File: src/rtl/uart_receiver_if.sv
// UART receive-side signal bundle: serial line in, received byte and status out.
interface uart_receiver_if;
    logic       serial_in;
    logic [7:0] data_out;
    logic       data_valid;
    logic       framing_error;
    logic       busy;

    // Line driver / consumer side.
    modport master (
        output serial_in,
        input  data_out,
        input  data_valid,
        input  framing_error,
        input  busy
    );

    // Receiver side.
    modport slave (
        input  serial_in,
        output data_out,
        output data_valid,
        output framing_error,
        output busy
    );
endinterface

File: src/rtl/uart_receiver.sv
// 8N1 UART receiver: start-bit qualification at half bit, single mid-bit sample per data bit,
// stop-bit check with one-cycle data_valid / framing_error pulses.
module uart_receiver #(
    parameter int unsigned CLOCKS_PER_BIT = 5000
) (
    input  logic            clk,
    input  logic            reset,
    uart_receiver_if.slave  uart
);
    localparam int unsigned HALF_BIT = CLOCKS_PER_BIT / 2;
    localparam int unsigned CW       = $clog2(CLOCKS_PER_BIT);
    localparam logic [CW-1:0] HALF_LAST = CW'(HALF_BIT - 1);
    localparam logic [CW-1:0] BIT_LAST  = CW'(CLOCKS_PER_BIT - 1);

    typedef enum logic [2:0] {StIdle, StStart, StData, StStop, StWaitHigh} state_t;

    state_t          state_q, state_d;
    logic [CW-1:0]   cnt_q, cnt_d;
    logic [2:0]      idx_q, idx_d;
    logic [7:0]      shift_q, shift_d;
    logic [7:0]      data_q, data_d;
    logic            valid_q, valid_d;
    logic            ferr_q, ferr_d;
    logic            sync1_q, rx_s;

    // Two-flop synchronizer; resets to the idle-high line level.
    always_ff @(posedge clk or posedge reset) begin
        if (reset) begin
            sync1_q <= 1'b1;
            rx_s    <= 1'b1;
        end else begin
            sync1_q <= uart.serial_in;
            rx_s    <= sync1_q;
        end
    end

    // State and datapath registers.
    always_ff @(posedge clk or posedge reset) begin
        if (reset) begin
            state_q <= StIdle;
            cnt_q   <= '0;
            idx_q   <= '0;
            shift_q <= '0;
            data_q  <= '0;
            valid_q <= 1'b0;
            ferr_q  <= 1'b0;
        end else begin
            state_q <= state_d;
            cnt_q   <= cnt_d;
            idx_q   <= idx_d;
            shift_q <= shift_d;
            data_q  <= data_d;
            valid_q <= valid_d;
            ferr_q  <= ferr_d;
        end
    end

    // Next-state, bit timing and output-pulse decode.
    always_comb begin
        state_d = state_q;
        cnt_d   = cnt_q;
        idx_d   = idx_q;
        shift_d = shift_q;
        data_d  = data_q;
        valid_d = 1'b0;
        ferr_d  = 1'b0;
        unique case (state_q)
            StIdle: begin
                cnt_d = '0;
                if (!rx_s) begin
                    state_d = StStart;
                end
            end
            StStart: begin
                if (cnt_q == HALF_LAST) begin
                    cnt_d = '0;
                    idx_d = '0;
                    // A line that is high again at half bit was a glitch.
                    state_d = rx_s ? StIdle : StData;
                end else begin
                    cnt_d = cnt_q + 1'b1;
                end
            end
            StData: begin
                if (cnt_q == BIT_LAST) begin
                    cnt_d          = '0;
                    shift_d[idx_q] = rx_s;
                    idx_d          = idx_q + 1'b1;
                    if (idx_q == 3'd7) begin
                        state_d = StStop;
                    end
                end else begin
                    cnt_d = cnt_q + 1'b1;
                end
            end
            StStop: begin
                if (cnt_q == BIT_LAST) begin
                    cnt_d = '0;
                    if (rx_s) begin
                        data_d  = shift_q;
                        valid_d = 1'b1;
                        state_d = StIdle;
                    end else begin
                        ferr_d  = 1'b1;
                        state_d = StWaitHigh;
                    end
                end else begin
                    cnt_d = cnt_q + 1'b1;
                end
            end
            StWaitHigh: begin
                // Hold off until the line returns high so a break reports only once.
                cnt_d = '0;
                if (rx_s) begin
                    state_d = StIdle;
                end
            end
            default: begin
                state_d = StIdle;
                cnt_d   = '0;
            end
        endcase
    end

    assign uart.data_out      = data_q;
    assign uart.data_valid    = valid_q;
    assign uart.framing_error = ferr_q;
    assign uart.busy          = (state_q != StIdle);
endmodule

File: src/flat_wrapper.sv
// flat-port wrapper written by rule: the top's interface ports become plain ports
module uart_receiver_flat 
#(
    parameter int unsigned CLOCKS_PER_BIT = 5000
)
  (clk, reset, uart_serial_in, uart_data_out, uart_data_valid, uart_framing_error, uart_busy);
  uart_receiver_if uart_i ();
  input  logic clk;
  input  logic reset;
  input wire logic [$bits(uart_i.serial_in)-1:0] uart_serial_in;
  output wire logic [$bits(uart_i.data_out)-1:0] uart_data_out;
  output wire logic [$bits(uart_i.data_valid)-1:0] uart_data_valid;
  output wire logic [$bits(uart_i.framing_error)-1:0] uart_framing_error;
  output wire logic [$bits(uart_i.busy)-1:0] uart_busy;
  assign uart_i.serial_in = uart_serial_in;
  assign uart_data_out = uart_i.data_out;
  assign uart_data_valid = uart_i.data_valid;
  assign uart_framing_error = uart_i.framing_error;
  assign uart_busy = uart_i.busy;
  uart_receiver #(.CLOCKS_PER_BIT(CLOCKS_PER_BIT)) u_core (.clk(clk), .reset(reset), .uart(uart_i));
endmodule
File: config.mk
export PLATFORM = sky130hd
export DESIGN_NAME = uart_receiver_flat
export DESIGN_NICKNAME = d
export VERILOG_FILES = /design/src/rtl/uart_receiver_if.sv /design/src/rtl/uart_receiver.sv /design/src/flat_wrapper.sv
export SDC_FILE = /design/constraint.sdc
export NUM_CORES = 1
export LEC_CHECK = 0
export CAP_MARGIN = 20
export CORE_UTILIZATION = 60
export CTS_CLUSTER_DIAMETER = 200
export DETAILED_ROUTE_END_ITERATION = 8
export GPL_ROUTABILITY_DRIVEN = 0
export PLACE_DENSITY = 0.93
export SKIP_LAST_GASP = 1
export SLEW_MARGIN = 40
export SYNTH_ARGS = -nofsm -noshare
export SYNTH_HDL_FRONTEND = slang
export SYNTH_SLANG_ARGS = --single-unit
File: constraint.sdc
create_clock -name clk -period 3.6 [get_ports clk]
set_input_delay 0.72 -clock clk [delete_from_list [all_inputs] [get_ports clk]]
set_output_delay 0.72 -clock clk [all_outputs]
set_load 0.01 [all_outputs]
==> impl_metrics.py <==
metrics = {
    "outcome": {
        "run_status": "finished, final reports clean",
    },
    "route": {
        "initialDrtViolationCount": 64,
        "vias_per_cell": 6.26,
        "drc": 0,
        "drtAntennaViolNets": 0,
        "drt-total-wl_mm": 3.51,
        "wl_per_cell_um": 16.2,
        "num_vias": 1358,
        "first_pass_iters": 4,
    },
    "grt": {
        "grt_max_degree": 22,
        "antenna_found_initial": 0,
        "grt_pass1_vias": 1348,
        "grt_overflow": 0,
        "grt_pass1_wl_mm": 6.00,
        "grt_usage_pct": 24.6,
    },
    "setup_path": {
        "regToRegSetupSlack_ns": 1.36,
        "critPathRequiredTime_ns": 2.88,
        "slowest_delay_ns": 0.49,
        "cp-start-kind": "flop",
        "path_class": "reg -> out",
        "critical_path_buf_inv_count": 1,
        "r2r-start": "u_core.cnt_q[0]",
        "crit_fanout": 10,
        "crit_chain": "or3_1 -> clkdlybuf4s50_1",
        "end_kind": "output port",
        "path_depth": 2,
        "crit_path_top_delay_cell": "dfrtp_1",
        "r2r-end": "u_core.uart.data_out[6]",
        "critPathTopFamily": "flip-flops",
        "reg2regPathDepth": 5,
        "critPathArrivalTime_ns": 1.74,
    },
    "layout": {
        "multi_input_area_um2": 832,
        "final_layout_size_suffix_gt1_share_pct": 14.5,
        "antenna_cells": 0,
        "num-nets-final": 191,
        "layout_commonest_cell": "dfrtp_1",
        "syn_to_final_growth_pct": 11.0,
        "regArea_um2": 978,
        "layout_common_cells": "dfrtp_1, nor2_1, clkdlybuf4s50_1",
        "nFillCells": 193,
        "final_core_util_pct": 73.2,
    },
    "clocking": {
        "clkSinkCount": 39,
        "h-tree-depth": 2,
        "cts_tree": "done",
        "clk_pin_slew_ns": 0.11,
        "clock_latency_ns": 0.35,
        "root_buffer": "clkbuf_4",
        "cts_buffers": 5,
        "cts_resized": 0,
        "ctsHoldBuffers": 0,
        "clock_path_buffers": 2,
        "cts_setup_buffers": 0,
    },
    "timing": {
        "drv_slew": 0,
        "setup_viol": 0,
        "hold_violations": 0,
        "timing_worst_slew_pin_value_ns": 0.642,
        "fin_crit_sh_pct": 68.3,
        "setup_tns_ns": 0,
        "finalCriticalPeriod_ns": 2.46,
        "fin_skew_ns": 0.00685,
        "rsz0062_at_grt": "false",
        "holdWs_ns": 0.370,
        "max_freq_mhz": 407,
        "slew_headroom_pct": 57.1,
    },
    "floorplanning": {
        "rows": 19,
        "start_util_pct": 66.0,
        "die_y_um": 58.0,
        "dieArea_um2": 3360,
        "die_w_um": 58.0,
        "core_um2": 2850,
        "io-pin-count": 14,
    },
    "synthesis": {
        "synth_seq_area_share_pct": 52.0,
        "syn_area_per_cell_um2": 10.9,
        "synth_top_area_share_pct": 49.2,
        "yosys-top-cells-area": "dfrtp_1, mux2_2, nor2_1",
        "yosysTopAreaCell": "dfrtp_1",
        "syn_area_um2": 1880,
        "synth_edf_count": 0,
        "ys.warnings.count": 0,
        "synth_ff_type": "dfrtp_1",
        "ys_seq_elements": 39,
        "synth_nets": 178,
        "yosysUniqueCellTypes": 39,
        "async_reset_ff_share_pct": 100,
        "syn_inst": 172,
    },
    "pwr": {
        "vdd_drop_max_mv": 0.270,
        "power.leakage_nw": 0.945,
        "cellPowerDensity_nw_per_um2": 339,
    },
    "hold_path": {
        "hold_path_startpoint": "u_core.sync1_q",
        "min_path_type": "reg -> reg",
        "min_to": "u_core.rx_s",
        "hold_depth": 0,
    },
    "place": {
        "post-dp-hpwl_mm": 2.53,
        "port_buffers": 13,
    },
    "job": {
        "cap_violations": 0,
    },
}
==> per-stage QoR <==
step	area (um2)	total power [W]	cells	setup WS (ns)
after floorplan	1880	0.000457	172	1.67
after global placement	2020	0.000463	209	1.48
after detailed placement	2020	0.000463	209	1.39
after CTS	2090	0.000711	217	1.16
after global routing	2090	0.000737	217	1.09
final	2090	0.000708	217	1.14
==> power by group <==
group          internal (W)  leakage (nW)  total [W]  switching, W
Combinational    0.00000306         0.384  0.0000118    0.00000873
Clock              0.000115        0.0386   0.000254      0.000139
Sequential         0.000440         0.523   0.000442    0.00000239
==> Yosys cell counts (2+ instances only) <==
master    number
dfrtp_1       37
nor2_1        23
mux2_2        11
nor4_1        10
inv_1          9
xnor2_1        9
nand2_1        7
nor3_1         7
nand3_1        6
mux2_1         5
nand4_1        5
nand2b_1       4
buf_2          3
clkbuf_1       3
ha_1           3
a21oi_1        2
and3_1         2
dfstp_2        2
mux2i_1        2
nor2b_1        2
xor2_1         2
==> area by class of cell <==
type                       count  area share (%)
clock buffer                   8            3.29
timing repair buffer          14            6.59
tap                           31            1.86
inverter                       9            1.62
sequential                    39            46.8
multi-input combinational    116            39.8
==> logic make-up after synthesis <==
logic type	share of synthesized area, %
mux	10.6
fa+ha+maj	1.99
simple gates	23.1
buf+inv	3.79
compound gates	3.39
flops	52.0
xor+xnor	5.12
==> routing by layer <==
layer / part of all wire [%] / global-route usage, % / vias to the layer above / wire, um
li1: - / - / 628 / -
met1: 43 / 31.1 / 663 / 1500
met2: 49 / 37.9 / 58 / 1700
met3: 6.3 / 9.38 / 9 / 220
met4: 2.5 / 10.5 / 0 / 86
met5: 0 / 0 / - / 0
==> worst reg2reg max path, delay by kind of cell, from the launching register on <==
family | cells | cell delay, ns
adder cells (fa/ha/maj) | 1 | 0.25
AND/OR/NAND/NOR | 3 | 1.10
multiplexers | 1 | 0.39
flip-flops | 1 | 0.40
==> state kept, by name, indices dropped and copies added, names as in the netlist <==
register                   cells
u_core.cnt_q                  13
u_core.shift_q                 8
u_core.uart.data_out           8
u_core.idx_q                   3
u_core.state_q                 3
u_core.rx_s                    1
u_core.sync1_q                 1
u_core.uart.data_valid         1
u_core.uart.framing_error      1
==> worst max-delay path by stage <==
stage	start	endpoint	slack, ns
after floorplan	u_core.cnt_q[0]	u_core.uart.data_out[3]	1.67
after global placement	u_core.cnt_q[0]	u_core.uart.data_out[5]	1.48
after detailed placement	u_core.cnt_q[0]	u_core.uart.data_out[6]	1.39
after CTS	u_core.state_q[2]	uart_busy	1.16
after global routing	u_core.state_q[2]	uart_busy	1.09
final	u_core.state_q[2]	uart_busy	1.14
Power figures use the tool's default switching activity.
